File: config.mk
export PLATFORM = sky130hd
export DESIGN_NAME = cordic_sched
export DESIGN_NICKNAME = d
export VERILOG_FILES = /design/src/rtl/cordic_sched.sv
export SDC_FILE = /design/constraint.sdc
export NUM_CORES = 1
export LEC_CHECK = 0
export CAP_MARGIN = 25
export CORE_AREA = 2 2 140 142
export DETAILED_ROUTE_END_ITERATION = 7
export DIE_AREA = 0 0 142 144
export PLACE_DENSITY_LB_ADDON = 0.12
export SYNTH_ARGS = -nofsm -noshare
export SYNTH_HDL_FRONTEND = slang
export SYNTH_SLANG_ARGS = --single-unit
export TNS_END_PERCENT = 10
File: constraint.sdc
create_clock -name clk -period 3.51 [get_ports clk]
set_input_delay 0.8775 -clock clk [delete_from_list [all_inputs] [get_ports clk]]
set_output_delay 0.8775 -clock clk [all_outputs]
set_load 0.1 [all_outputs]
File: src/rtl/cordic_sched.sv
// Round-robin front end for a shared, fixed-latency CORDIC pipeline.
// A {valid, tag} shadow pipeline runs alongside the CORDIC, so each result
// can be steered back to the requester that issued it. A result that its
// owner does not accept freezes the CORDIC and the shadow pipeline together,
// so results are never dropped and never reordered.
module cordic_sched #(
    parameter int WIDTH   = 16,
    parameter int LATENCY = 19,
    parameter int NREQ    = 4
) (
    input  logic                               clk,
    input  logic                               reset,
    input  logic        [NREQ-1:0]             req_valid,
    output logic        [NREQ-1:0]             req_ready,
    input  logic        [NREQ*WIDTH-1:0]       req_x,
    input  logic        [NREQ*WIDTH-1:0]       req_y,
    input  logic        [NREQ*WIDTH-1:0]       req_z,
    output logic        [NREQ-1:0]             rsp_valid,
    input  logic        [NREQ-1:0]             rsp_ready,
    output logic signed [WIDTH:0]              rsp_x,
    output logic signed [WIDTH:0]              rsp_y,
    output logic signed [WIDTH-1:0]            rsp_z,
    output logic                               cordic_en,
    output logic signed [WIDTH-1:0]            cordic_x0,
    output logic signed [WIDTH-1:0]            cordic_y0,
    output logic signed [WIDTH-1:0]            cordic_z0,
    input  logic signed [WIDTH:0]              cordic_x,
    input  logic signed [WIDTH:0]              cordic_y,
    input  logic signed [WIDTH-1:0]            cordic_z,
    output logic        [$clog2(LATENCY+1)-1:0] inflight
);

    localparam int TAG_W = $clog2(NREQ);
    localparam int CNT_W = $clog2(LATENCY + 1);

    logic [LATENCY-1:0] valid_q;
    logic [TAG_W-1:0]   tag_q [LATENCY];
    logic [TAG_W-1:0]   ptr_q, ptr_d;
    logic [CNT_W-1:0]   inflight_q, inflight_d;

    logic               out_valid;
    logic [TAG_W-1:0]   out_tag;
    logic               grant_found;
    logic [TAG_W-1:0]   grant_idx;
    logic               xfer;
    logic               consume;

    assign out_valid = valid_q[LATENCY-1];
    assign out_tag   = tag_q[LATENCY-1];

    // The pipeline only advances when the result at its tail (if any) is taken;
    // reset forces it running so the flush is not blocked by a stalled result.
    assign cordic_en = reset | !(out_valid && !rsp_ready[out_tag]);
    assign xfer      = grant_found && cordic_en && !reset;
    assign consume   = out_valid && cordic_en && !reset;

    assign rsp_x    = cordic_x;
    assign rsp_y    = cordic_y;
    assign rsp_z    = cordic_z;
    assign inflight = inflight_q;

    // Round-robin search: first active requester after the last one granted.
    always_comb begin
        grant_found = 1'b0;
        grant_idx   = '0;
        for (int k = 1; k <= NREQ; k++) begin
            if (!grant_found && req_valid[TAG_W'((int'(ptr_q) + k) % NREQ)]) begin
                grant_found = 1'b1;
                grant_idx   = TAG_W'((int'(ptr_q) + k) % NREQ);
            end
        end
    end

    // Handshake decode, operand mux (zeros on bubbles) and result steering.
    always_comb begin
        req_ready = '0;
        rsp_valid = '0;
        cordic_x0 = '0;
        cordic_y0 = '0;
        cordic_z0 = '0;
        for (int i = 0; i < NREQ; i++) begin
            if (xfer && grant_idx == TAG_W'(i)) begin
                req_ready[i] = 1'b1;
                cordic_x0    = $signed(req_x[i*WIDTH +: WIDTH]);
                cordic_y0    = $signed(req_y[i*WIDTH +: WIDTH]);
                cordic_z0    = $signed(req_z[i*WIDTH +: WIDTH]);
            end
            if (out_valid && !reset && out_tag == TAG_W'(i)) begin
                rsp_valid[i] = 1'b1;
            end
        end
    end

    // Next-state for the arbiter pointer and the occupancy counter.
    always_comb begin
        ptr_d      = xfer ? grant_idx : ptr_q;
        inflight_d = inflight_q;
        case ({xfer, consume})
            2'b10:   inflight_d = inflight_q + CNT_W'(1);
            2'b01:   inflight_d = inflight_q - CNT_W'(1);
            default: inflight_d = inflight_q;
        endcase
    end

    // Control state: valid shadow pipeline, pointer and occupancy counter.
    always_ff @(posedge clk) begin
        if (reset) begin
            valid_q    <= '0;
            ptr_q      <= TAG_W'(NREQ - 1);
            inflight_q <= '0;
        end else begin
            ptr_q      <= ptr_d;
            inflight_q <= inflight_d;
            if (cordic_en) begin
                for (int s = LATENCY - 1; s > 0; s--) begin
                    valid_q[s] <= valid_q[s-1];
                end
                valid_q[0] <= xfer;
            end
        end
    end

    // Tag shadow pipeline; contents only matter where the matching valid is set.
    always_ff @(posedge clk) begin
        if (cordic_en) begin
            for (int s = LATENCY - 1; s > 0; s--) begin
                tag_q[s] <= tag_q[s-1];
            end
            tag_q[0] <= grant_idx;
        end
    end

endmodule

# After elaboration in Yosys (flattened, before gate mapping)
# Memories as Yosys holds them, arrays and structs flattened.
# Index checks and enable logic that the tools add are counted.
# classes
n_addsub	6
mul	0
div	0
order_cmp	5
eq_ne	8
n_shift	0
n_mux	45
bitwise	1
reduce_logical	26
# ops
operator	count
$mux W16	12
$mux W1	23
$logic_and A1 B1 Y1	17
$lt A2 B4 Y1 const B	4
$bmux W1 S2	5
$eq A2 B2 Y1 const B	5
$pmux W5 S2	1
$mux W2	4
$eq A2 B1 Y1 const B	3
$logic_not A1 Y1	6
$add A5 B1 Y5 const B	1
$sub A5 B1 Y5 const B	1
$add A2 B1 Y2 const B	2
$add A2 B2 Y2 const B	2
$logic_not A2 Y1	2
$lt A2 B3 Y1 const B	1
$reduce_bool A2 Y1	1
$or A1 B1 Y1	1
# word_totals
ff_bits	26
latchBits	0
ramBits	38
rom_bits	0
in_bits	252
elab_cells	95
n_memories	1
# memory_table
memory	words	word_bits	read_ports	rd_ports_with_merged_regs	wr	line	source
tag_q	19	2	19	0	19	37	logic [TAG_W-1:0] tag_q [LATENCY];

# Logic depth before layout (Yosys ltp)
# Gate-level depths: netlist of the first run.
# depth
word_depth	21
ltp_mapped	12
ltp_nobuf	11

# Least setup slack after synthesis of the first run
# OpenSTA, ideal clock, no wires.
# synth_timing
kind	input-to-output
start	input port reset
end	output port rsp_valid[1]
t_arrival_ps	3537
required_ps	2633
setup_slack_ps	-904
path_stages	4
n_path_buf	1
cell_sequence	clkbuf_1 > clkinv_1 > nand2_1 > nor3b_1
# synth_between
elab_chain_len	4
# synth_rtl
element	line	source
start, declared	12	input logic reset,
$logic_not A1 Y1	88	if (out_valid && !reset && out_tag == TAG_W'(i)) begin
$logic_and A1 B1 Y1 (2 in a row)	88	
$mux W1	88	
end, declared	18	output logic [NREQ-1:0] rsp_valid,
# Every way passes these cells.

# Worst setup path in the final report of the first run
# layout_timing
start	input port req_valid[3]
end	output port cordic_y0[15]
# layout_between
elab_chain_len	20
elab_cells_between_ends	40
cone_classes	eq/ne: 3; mux: 24; reduce/logical: 13
# layout_rtl
element	line	source
start, declared	13	input logic [NREQ-1:0] req_valid,
$bmux W1 S2	67	if (!grant_found && req_valid[TAG_W'((int'(ptr_q) + k) % NREQ)]) begin
$mux W1 (not written as such) (2 in a row)	67	
$mux W1	67	
$logic_not A1 Y1	67	
$logic_and A1 B1 Y1	67	
$mux W1	67	
$logic_not A1 Y1	67	
$logic_and A1 B1 Y1	67	
$mux W1	67	
$logic_not A1 Y1	67	
$logic_and A1 B1 Y1	67	
$mux W1	67	
$logic_and A1 B1 Y1 (2 in a row)	54	assign xfer = grant_found && cordic_en && !reset;
$logic_and A1 B1 Y1	82	if (xfer && grant_idx == TAG_W'(i)) begin
$mux W16 (3 in a row)	82	
$mux W16 *	82	
end, declared	25	output logic signed [WIDTH-1:0] cordic_y0,
# Every way passes the cells marked *; elsewhere a longest branch is shown, timed or not. The select of a mux whose other input is x is not followed.

==> results of run 1 <==
-- cell usage in the layout (no fill, tap or decap), types with 5 or more instances in the layout --
| cell type | n |
|---|---|
| buf_4 | 32 |
| nor2_1 | 11 |
| buf_16 | 5 |
| o21ai_0 | 18 |
| buf_6 | 5 |
| edfxtp_1 | 38 |
| buf_12 | 70 |
| mux2i_4 | 8 |
| a21oi_1 | 5 |
| mux2i_1 | 74 |
| nand2_1 | 38 |
| clkbuf_16 | 10 |
| dfxtp_1 | 26 |
| clkdlybuf4s50_1 | 192 |
| mux2i_2 | 19 |
| o22ai_2 | 31 |
| o22ai_4 | 17 |
-- final timing paths --
path | from | end | slack (ps) | depth (start not counted)
max | req_valid[3] | cordic_y0[15] | 50 | 11
min | tag_q[0][14]$_DFFE_PN_ | tag_q[0][16]$_DFFE_PN_ | 420 | 0
max reg2reg | tag_q[0][37]$_DFFE_PN_ | inflight[4]$_SDFFE_PP0P_ | 440 | 13
min reg2reg | tag_q[0][14]$_DFFE_PN_ | tag_q[0][16]$_DFFE_PN_ | 420 | 0
-- logic make-up after synthesis --
family,count (synthesis),synth area share (%)
buffers and inverters,84,13.8
multiplexers,102,24.7
XOR/XNOR,4,0.843
adder cells (fa/ha/maj),5,1.69
flip-flops,64,40.0
AND/OR/NAND/NOR,65,6.65
AO/OA/AOI/OAI,81,12.4
-- flip-flops by register name, indices dropped and copies added, names as in the netlist --
signal    cells
ptr_q         2
valid_q      19
inflight      5
tag_q        38
-- power by group --
part	internal, mW	switching [mW]	total, mW
Sequential	0.899	0.0356	0.935
Clock	0.702	0.342	1.04
Combinational	1.03	1.27	2.30
Total	2.63	1.65	4.28
-- stage by stage --
step | TNS (ps) | setup slack, ps | std cells
finish | 0 | 51.6 | 892
global route | -324 | -42.7 | 892
CTS | 0 | 6.06 | 889
detailed placement | -16770 | -384 | 856
global placement | -15240 | -365 | 856
floorplan | -38250 | -777 | 405
-- critical path, delay by kind of cell --
kind	cells	cell delay, ps
AOI/OAI and AO/OA	3	390
muxes	1	140
and+or+nand+nor	1	130
buffers and inverters	6	1010
-- routing by layer --
layer,GRT usage [%],vias up
met3,11.8,12
met2,27.3,206
met1,20.4,1867
met4,4.00,0
li1,-,1926
met5,0,-
-- final cells by class --
type | count | area, sq um | share of cell area [%]
Timing Repair Buffer | 312 | 3860 | 44.1
Multi-Input combinational cell | 257 | 2570 | 29.3
Sequential cell | 64 | 1660 | 19.0
Tap cell | 238 | 298 | 3.40
Clock buffer | 9 | 225 | 2.57
Clock inverter | 7 | 125 | 1.43
Inverter | 4 | 15.0 | 0.171
Antenna cell | 1 | 2.50 | 0.0286
-- repair_timing --
item | 4_1_cts | 5_1_grt
pin swaps | 5 | 8
buffers inserted | 12 | 1
resized for setup | 122 | 42
setup endpoints to repair | 53 | 49
cloned | 5 | 1
==> impl_metrics.env, run 1 <==
export IMPL_drtIter0Drc=125
export IMPL_synth_top_cell_by_area="edfxtp_1"
export IMPL_final_max_slew_viol_count=0
export IMPL_critPathSlowestCell="bufbuf_16"
export IMPL_rows=51
export IMPL_synth_flop_cell="edfxtp_1"
export IMPL_cts_buffers=9
export IMPL_worst_clock_skew_ps=8.13
export IMPL_synth_top_area_share_pct=27.5
export IMPL_synth_nets=662
export IMPL_path_max_fanout=11
export IMPL_gp_congestion=0.827
export IMPL_antenna_found_initial=1
export IMPL_ys_ff_latch=64
export IMPL_start_kind="input port"
export IMPL_fin_crit_sh_pct=98.5
export IMPL_initial_core_util_pct=21.8
export IMPL_fmax_mhz=289
export IMPL_dr_pass1_iters=4
export IMPL_status="finished, final reports clean"
export IMPL_root_buffer="clkbuf_16"
export IMPL_dieHeight_um=144
export IMPL_seq_area_frac_synth_pct=40.0
export IMPL_die_w_um=142
export IMPL_area_growth_pct=111
export IMPL_grt_max_degree=39
export IMPL_critical_path_class="input port to output pin"
export IMPL_grt_pass1_wl_um=26400
export IMPL_setup_violations=0
export IMPL_synth_edf_count=38
export IMPL_antenna_left=0
export IMPL_yosys_warnings=0
export IMPL_async_reset_ff_share_pct=0
export IMPL_crit_path_frequent_cell="buf_12"
export IMPL_total_power_mw=4.28
export IMPL_portBuffers=263
export IMPL_power_leakage_nw=3.47
export IMPL_wl_met1_um=7290
export IMPL_fin_crit_ps=3460
export IMPL_cp_cell_sequence="buf_2, nor2b_4, o21ai_2, buf_4, o211ai_4, buf_12, buf_12, bufbuf_16, mux2i_1, o22ai_2, buf_12"
export IMPL_crit_path_end_kind="output pin"
export IMPL_tightestPinTransition_ps=473
export IMPL_drive_above_1_share_pct=34.2
export IMPL_hold_violations=0
export IMPL_htreeDepth=3
export IMPL_grt_pass1_vias=4256
export IMPL_ios=364
export IMPL_peakVddDrop_uv=245
export IMPL_synth_cells=405
export IMPL_post_drt_via_cell_ratio=4.50
export IMPL_vias=4011
export IMPL_yosys_cell_types_count=33
export IMPL_arrival_ps=2580
export IMPL_critical_path_required_ps=2630
export IMPL_fill_cells=1698
export IMPL_cts_sinks=64
export IMPL_cap_violations=0
export IMPL_synth_area_leaders="edfxtp_1 (27%), mux2i_1 (24%), dfxtp_1 (13%)"
export IMPL_clk_pin_slew_ps=60
export IMPL_rsz0062_at_grt="yes"
export IMPL_final_nets=905
export IMPL_power_density_mw_per_mm2=488
export IMPL_syn_area_sq_mm=0.00416
export IMPL_track_usage_pct=17.7
export IMPL_synth_commonest_cells="mux2i_1 (101), buf_4 (51), o22ai_1 (48)"
export IMPL_cts_tree="done"
export IMPL_dieArea_sq_mm=0.0204
export IMPL_cts_hold_buffers_added=0
export IMPL_cpPeakStageDelay_ps=280
export IMPL_overflow=0
export IMPL_min_path_type="flop to flop"
export IMPL_core_sq_mm=0.0191
export IMPL_avgRoutedWirePerCell_um=21.0
export IMPL_wl_um=18700
export IMPL_highest_layer="met4"
export IMPL_fin_area_sq_mm=0.00876
export IMPL_slew_headroom_pct=68.5
export IMPL_drcViolationCount=0
export IMPL_avgSynthCellArea_sq_um=10.3
export IMPL_fin_hold_ws_ps=418
export IMPL_wl_met2_um=8750
export IMPL_dpl_cell_area_sq_mm=0.00742
export IMPL_post_route_util_pct=45.9
export IMPL_yosysMostFrequentCell="mux2i_1"
export IMPL_wl_met3_um=2470
export IMPL_cts_path_max_buffers=2
export IMPL_dpl_hpwl_um=13900
export IMPL_clk_latency_ps=330
(Power assumes the default switching activity.)
==> inputs of run 2 (changes only) <==
--- a/config.mk
+++ b/config.mk
@@ -9,6 +9,7 @@
 export CORE_AREA = 2 2 140 142
 export DETAILED_ROUTE_END_ITERATION = 7
 export DIE_AREA = 0 0 142 144
+export MAX_ROUTING_LAYER = met4
 export PLACE_DENSITY_LB_ADDON = 0.12
 export SYNTH_ARGS = -nofsm -noshare
 export SYNTH_HDL_FRONTEND = slang
==> run 2 against run 1 <==
Effect of this change:
- first-iteration DRC count decreased by 1.6%
- utilization increased by 0.059 points
- fmax about the same
- total power increased by 0.12%
- clock skew about the same
- critical path type unchanged
- largest cell class unchanged
- highest routed layer unchanged
==> impl_metrics.env, run 2 (same netlist as run 1, synthesis figures left out) <==
export IMPL_post_drt_via_cell_ratio=4.47
export IMPL_portBuffers=263
export IMPL_overflow=0
export IMPL_final_max_slew_viol_count=0
export IMPL_path_max_fanout=11
export IMPL_setup_violations=0
export IMPL_htreeDepth=3
export IMPL_peakVddDrop_uv=250
export IMPL_clk_latency_ps=330
export IMPL_dpl_hpwl_um=13900
export IMPL_crit_path_end_kind="output pin"
export IMPL_worst_clock_skew_ps=8.59
export IMPL_drcViolationCount=0
export IMPL_switching_share_pct=38.5
export IMPL_cts_tree="done"
export IMPL_grt_max_degree=39
export IMPL_largest_reg_flops=38
export IMPL_cp_cell_sequence="buf_2, nor2b_4, o21ai_2, buf_4, o211ai_4, buf_12, buf_12, bufbuf_16, mux2i_1, o22ai_2, buf_12"
export IMPL_layout_commonest_cell="clkdlybuf4s50_1"
export IMPL_fin_hold_ws_ps=418
export IMPL_slew_headroom_pct=68.5
export IMPL_core_sq_mm=0.0191
export IMPL_clockPowerShare_pct=24.4
export IMPL_antenna_left=0
export IMPL_ios=364
export IMPL_fin_crit_ps=3460
export IMPL_cap_violations=0
export IMPL_wl_um=18700
export IMPL_post_place_ws_ps=-384
export IMPL_internal_power_mw=2.63
export IMPL_crit_path_frequent_cell="buf_12"
export IMPL_status="finished, final reports clean"
export IMPL_fin_area_sq_mm=0.00877
export IMPL_placedCellCount=856
export IMPL_most_common_layout_cells="clkdlybuf4s50_1 (192), mux2i_1 (74), buf_12 (70), nand2_1 (38), edfxtp_1 (38)"
export IMPL_top_register="tag_q"
export IMPL_tns_ps=0
export IMPL_rsz0062_at_grt="yes"
export IMPL_grt_pass1_wl_um=26300
export IMPL_critical_path_class="input port to output pin"
export IMPL_antenna_found_initial=1
export IMPL_post_route_util_pct=46.0
export IMPL_critPathSlowestCell="bufbuf_16"
export IMPL_fin_crit_sh_pct=98.5
export IMPL_fin_cells=893
export IMPL_root_buffer="clkbuf_16"
export IMPL_area_growth_pct=111
export IMPL_die_w_um=142
export IMPL_layout_setup_ws_ps=52.5
export IMPL_final_nets=906
export IMPL_dieHeight_um=144
export IMPL_clk_pin_slew_ps=60
export IMPL_power_leakage_nw=3.47
export IMPL_total_power_mw=4.28
export IMPL_cts_sinks=64
export IMPL_drive_above_1_share_pct=34.3
export IMPL_tightestPinTransition_ps=473
export IMPL_arrival_ps=2580
export IMPL_dieArea_sq_mm=0.0204
export IMPL_gp_congestion=0.839
export IMPL_rows=51
export IMPL_fmax_mhz=289
export IMPL_vias=3996
export IMPL_fill_cells=1696
export IMPL_initial_core_util_pct=21.8
export IMPL_avgRoutedWirePerCell_um=21.0
export IMPL_cts_path_max_buffers=2
export IMPL_dr_pass1_iters=4
export IMPL_grt_pass1_vias=4279
export IMPL_power_density_mw_per_mm2=488
export IMPL_combPwrFrac_pct=53.7
export IMPL_switchingPower_mw=1.65
export IMPL_drtIter0Drc=123
export IMPL_critical_path_required_ps=2630
export IMPL_dpl_cell_area_sq_mm=0.00742
export IMPL_min_path_type="flop to flop"
export IMPL_track_usage_pct=18.2
export IMPL_seqPwrFrac_pct=21.8
export IMPL_cpPeakStageDelay_ps=280
export IMPL_hold_violations=0
export IMPL_cts_buffers=9
export IMPL_start_kind="input port"
run 2: layout make-up:
class                   instances  area, sq um  area share, %
diodes                          1         2.50         0.0285
clock buffers                   9          225           2.57
clock inverters                 7          125           1.43
inverters                       4         15.0          0.171
multi-input cells             257         2570           29.3
flip-flops and latches         64         1660           18.9
well taps                     238          298           3.40
repair buffers                313         3870           44.2
run 2: metal layers:
metal  wire, um  vias up  GRT usage [%]
met5          0        -              -
met3       2520       14           11.6
li1           -     1929              -
met4        240        0           4.00
met1       7290     1849           20.6
met2       8690      204           27.3
run 2: what timing repair did:
item / 4_1_cts / 5_1_grt
pin swaps: 5 / 8
gates resized for setup: 122 / 42
hold buffers: 0 / 0
buffers inserted: 12 / 1
gates cloned: 5 / 2
setup endpoints to repair: 53 / 49
run 2: worst paths after layout:
kind | from | end | slack, ps | cells after the start
worst min register to register | tag_q[0][31]$_DFFE_PN_ | tag_q[0][33]$_DFFE_PN_ | 420 | 0
worst max-delay path | req_valid[3] | cordic_y0[15] | 50 | 11
worst min-delay path | tag_q[0][31]$_DFFE_PN_ | tag_q[0][33]$_DFFE_PN_ | 420 | 0
worst max register to register | tag_q[0][37]$_DFFE_PN_ | inflight[4]$_SDFFE_PP0P_ | 440 | 13
run 2: power groups by stage:
stage / Sequential (mW) / Clock, mW / Combinational, mW
global route: 0.945 / 1.11 / 2.38
CTS: 0.937 / 1.07 / 2.24
finish: 0.935 / 1.05 / 2.30
floorplan: 0.952 / 0 / 1.36
detailed placement: 0.950 / 0 / 1.93
global placement: 0.947 / 0 / 1.93
run 2: worst max-delay path, delay by kind of cell:
kind	cells	cell delay, ps
AOI/OAI and AO/OA	3	390
buffers and inverters	6	1010
muxes	1	140
and+or+nand+nor	1	130
==> inputs of run 3 (changes only) <==
--- a/config.mk
+++ b/config.mk
@@ -9,8 +9,10 @@
 export CORE_AREA = 2 2 140 142
 export DETAILED_ROUTE_END_ITERATION = 7
 export DIE_AREA = 0 0 142 144
+export GPL_TIMING_DRIVEN = 0
 export MAX_ROUTING_LAYER = met4
 export PLACE_DENSITY_LB_ADDON = 0.12
+export SLEW_MARGIN = 20
 export SYNTH_ARGS = -nofsm -noshare
 export SYNTH_HDL_FRONTEND = slang
 export SYNTH_SLANG_ARGS = --single-unit
==> run 3 against run 2 <==
Effect of this change:
- clock-buffer cell count is 1 higher
- fmax rose by 0.22%
- flip-flop and latch count did not move
- largest power group unchanged
- highest routed layer unchanged
==> impl_metrics.env, run 3 (same netlist as run 1, synthesis figures left out) <==
export IMPL_path_delay_family="buffers and inverters"
export IMPL_clk_pin_slew_ps=50
export IMPL_cts_sinks=64
export IMPL_post_drt_via_cell_ratio=4.46
export IMPL_vias=4419
export IMPL_worstHoldPathCells=0
export IMPL_track_usage_pct=19.9
export IMPL_fin_crit_ps=3450
export IMPL_dr_pass1_iters=4
export IMPL_total_power_mw=4.37
export IMPL_portBuffers=313
export IMPL_cts_tree="done"
export IMPL_status="finished, final reports clean"
export IMPL_core_sq_mm=0.0191
export IMPL_htreeDepth=3
export IMPL_use_met3_pct=6.16
export IMPL_cts_hold_buffers_added=0
export IMPL_critPathSlowestCell="mux2_4"
export IMPL_clk_latency_ps=320
export IMPL_setup_violations=0
export IMPL_crit_cells=11
export IMPL_fin_area_sq_mm=0.00934
export IMPL_r2r_cells=13
export IMPL_post_place_ws_ps=-1780
export IMPL_cts_buffers=9
export IMPL_most_common_layout_cells="clkdlybuf4s50_1 (247), mux2i_1 (77), buf_4 (61), buf_12 (58)"
export IMPL_area_growth_pct=125
export IMPL_seqPwrFrac_pct=21.4
export IMPL_r2r_start="tag_q[0][37]$_DFFE_PN_"
export IMPL_fmax_mhz=290
export IMPL_power_density_mw_per_mm2=467
export IMPL_dieHeight_um=144
export IMPL_tightestPinTransition_ps=1060
export IMPL_min_path_type="flop to flop"
export IMPL_peakVddDrop_uv=285
export IMPL_largest_reg_flops=38
export IMPL_avgRoutedWirePerCell_um=21.1
export IMPL_cpPeakStageDelay_ps=300
export IMPL_critical_path_class="input port to output pin"
export IMPL_internal_power_mw=2.50
export IMPL_dieArea_sq_mm=0.0204
export IMPL_worst_clock_skew_ps=3.47
export IMPL_rows=51
export IMPL_top_usage_layer="met2"
export IMPL_fin_crit_sh_pct=98.3
export IMPL_final_nets=1004
export IMPL_final_max_slew_viol_count=0
export IMPL_hold_violations=0
export IMPL_drive_above_1_share_pct=34.0
export IMPL_grt_pass1_wl_um=29200
export IMPL_initial_core_util_pct=21.8
export IMPL_layout_commonest_cell="clkdlybuf4s50_1"
export IMPL_top_register="tag_q"
export IMPL_arrival_ps=2570
export IMPL_grt_pass1_vias=4849
export IMPL_hold_path_end="tag_q[0][23]$_DFFE_PN_"
export IMPL_placedCellCount=956
export IMPL_power_leakage_nw=3.80
export IMPL_cap_violations=0
export IMPL_tns_ps=0
export IMPL_die_w_um=142
export IMPL_dpl_hpwl_um=16400
export IMPL_antenna_found_initial=1
export IMPL_start_kind="input port"
export IMPL_drcViolationCount=0
export IMPL_hold_start="tag_q[0][21]$_DFFE_PN_"
export IMPL_drtIter0Drc=159
export IMPL_cp_cell_sequence="buf_6, mux2i_2, mux2_4, a221oi_4, buf_12, buf_8, nand2_8, buf_8, clkbuf_16, nor2_2, buf_12"
export IMPL_rrSetupSlack_ps=390
export IMPL_switchingPower_mw=1.86
export IMPL_gp_congestion=0.870
export IMPL_cp_num_buf_inv=6
export IMPL_grt_use_met1_pct=25.2
export IMPL_grt_max_degree=40
export IMPL_fin_cells=991
export IMPL_rsz0062_at_grt="yes"
export IMPL_switching_share_pct=42.7
export IMPL_antenna_left=0
export IMPL_ios=364
export IMPL_cts_path_max_buffers=2
export IMPL_layout_setup_ws_ps=60.0
export IMPL_grtUsageMet2_pct=31.8
export IMPL_combPwrFrac_pct=59.1
export IMPL_overflow=0
export IMPL_fill_cells=1739
export IMPL_r2r_end="inflight[4]$_SDFFE_PP0P_"
export IMPL_path_max_fanout=5
export IMPL_root_buffer="clkbuf_16"
export IMPL_crit_path_end_kind="output pin"
export IMPL_clockPowerShare_pct=19.6
export IMPL_wl_um=20900
export IMPL_critical_path_required_ps=2630
export IMPL_dpl_cell_area_sq_mm=0.00759
export IMPL_slew_headroom_pct=29.4
## run 3: repair_timing
| action | in CTS | in global routing |
|---|---|---|
| endpoints found under the setup margin | 59 | 57 |
| gates resized for setup | 621 | 56 |
| hold endpoints to repair | 0 | 0 |
| buffers inserted | 12 | 3 |
| pin swaps | 7 | 5 |
| cloned | 2 | 1 |
## run 3: stage by stage
stage	hold slack [ps]	utilization [%]
2_1_floorplan	400	-
3_3_place_gp	406	39.8
3_5_place_dp	405	39.8
4_1_cts	414	47.7
5_1_grt	418	49.0
6_report	413	49.0
## run 3: area by class of cell
class	instances	area (sq um)	area share [%]
tap	238	298	3.19
clock buffer	10	229	2.45
inverter	4	22.5	0.241
multi-input combinational	257	2530	27.1
clock inverter	6	60.1	0.643
buffer	80	704	7.54
timing repair buffer	331	3830	41.0
sequential	64	1660	17.8
antenna	1	2.50	0.0268
## run 3: power by group through the flow
| stage | Clock, mW | Sequential (mW) | Combinational [mW] |
|---|---|---|---|
| floorplan | 0 | 0.952 | 1.36 |
| global placement | 0 | 0.941 | 1.99 |
| detailed placement | 0 | 0.944 | 1.99 |
| CTS | 0.879 | 0.930 | 2.49 |
| global route | 0.915 | 0.941 | 2.66 |
| finish | 0.855 | 0.932 | 2.58 |
## run 3: worst max-delay path by stage
stage / startpoint / slack [ps] / endpoint
2_1_floorplan: rsp_ready[2] / -780 / cordic_x0[10]
3_3_place_gp: rsp_ready[0] / -2080 / cordic_en
3_5_place_dp: req_valid[1] / -1780 / cordic_z0[10]
4_1_cts: req_valid[0] / 4 / cordic_x0[4]
5_1_grt: req_valid[3] / -30 / cordic_x0[12]
6_report: rsp_ready[2] / 60 / req_ready[2]
## run 3: worst register-to-register path: stages (launching register included)
cell	delay [ps]
edfxtp_1	370
buf_6	150
mux2i_2	140
mux2_4	300
a221oi_4	270
buf_12	160
inv_1	70
ha_1	280
fa_1	440
a21o_1	170
a21oi_1	160
xor2_1	100
or3_1	320
a21oi_1	130
## run 3: per-layer routing
layer	part of all wire [%]	wire length, um	up-vias
li1	-	-	2117
met1	42	8780	2139
met2	50	10500	151
met3	6.9	1440	12
met4	0.79	166	0
met5	0	0	-
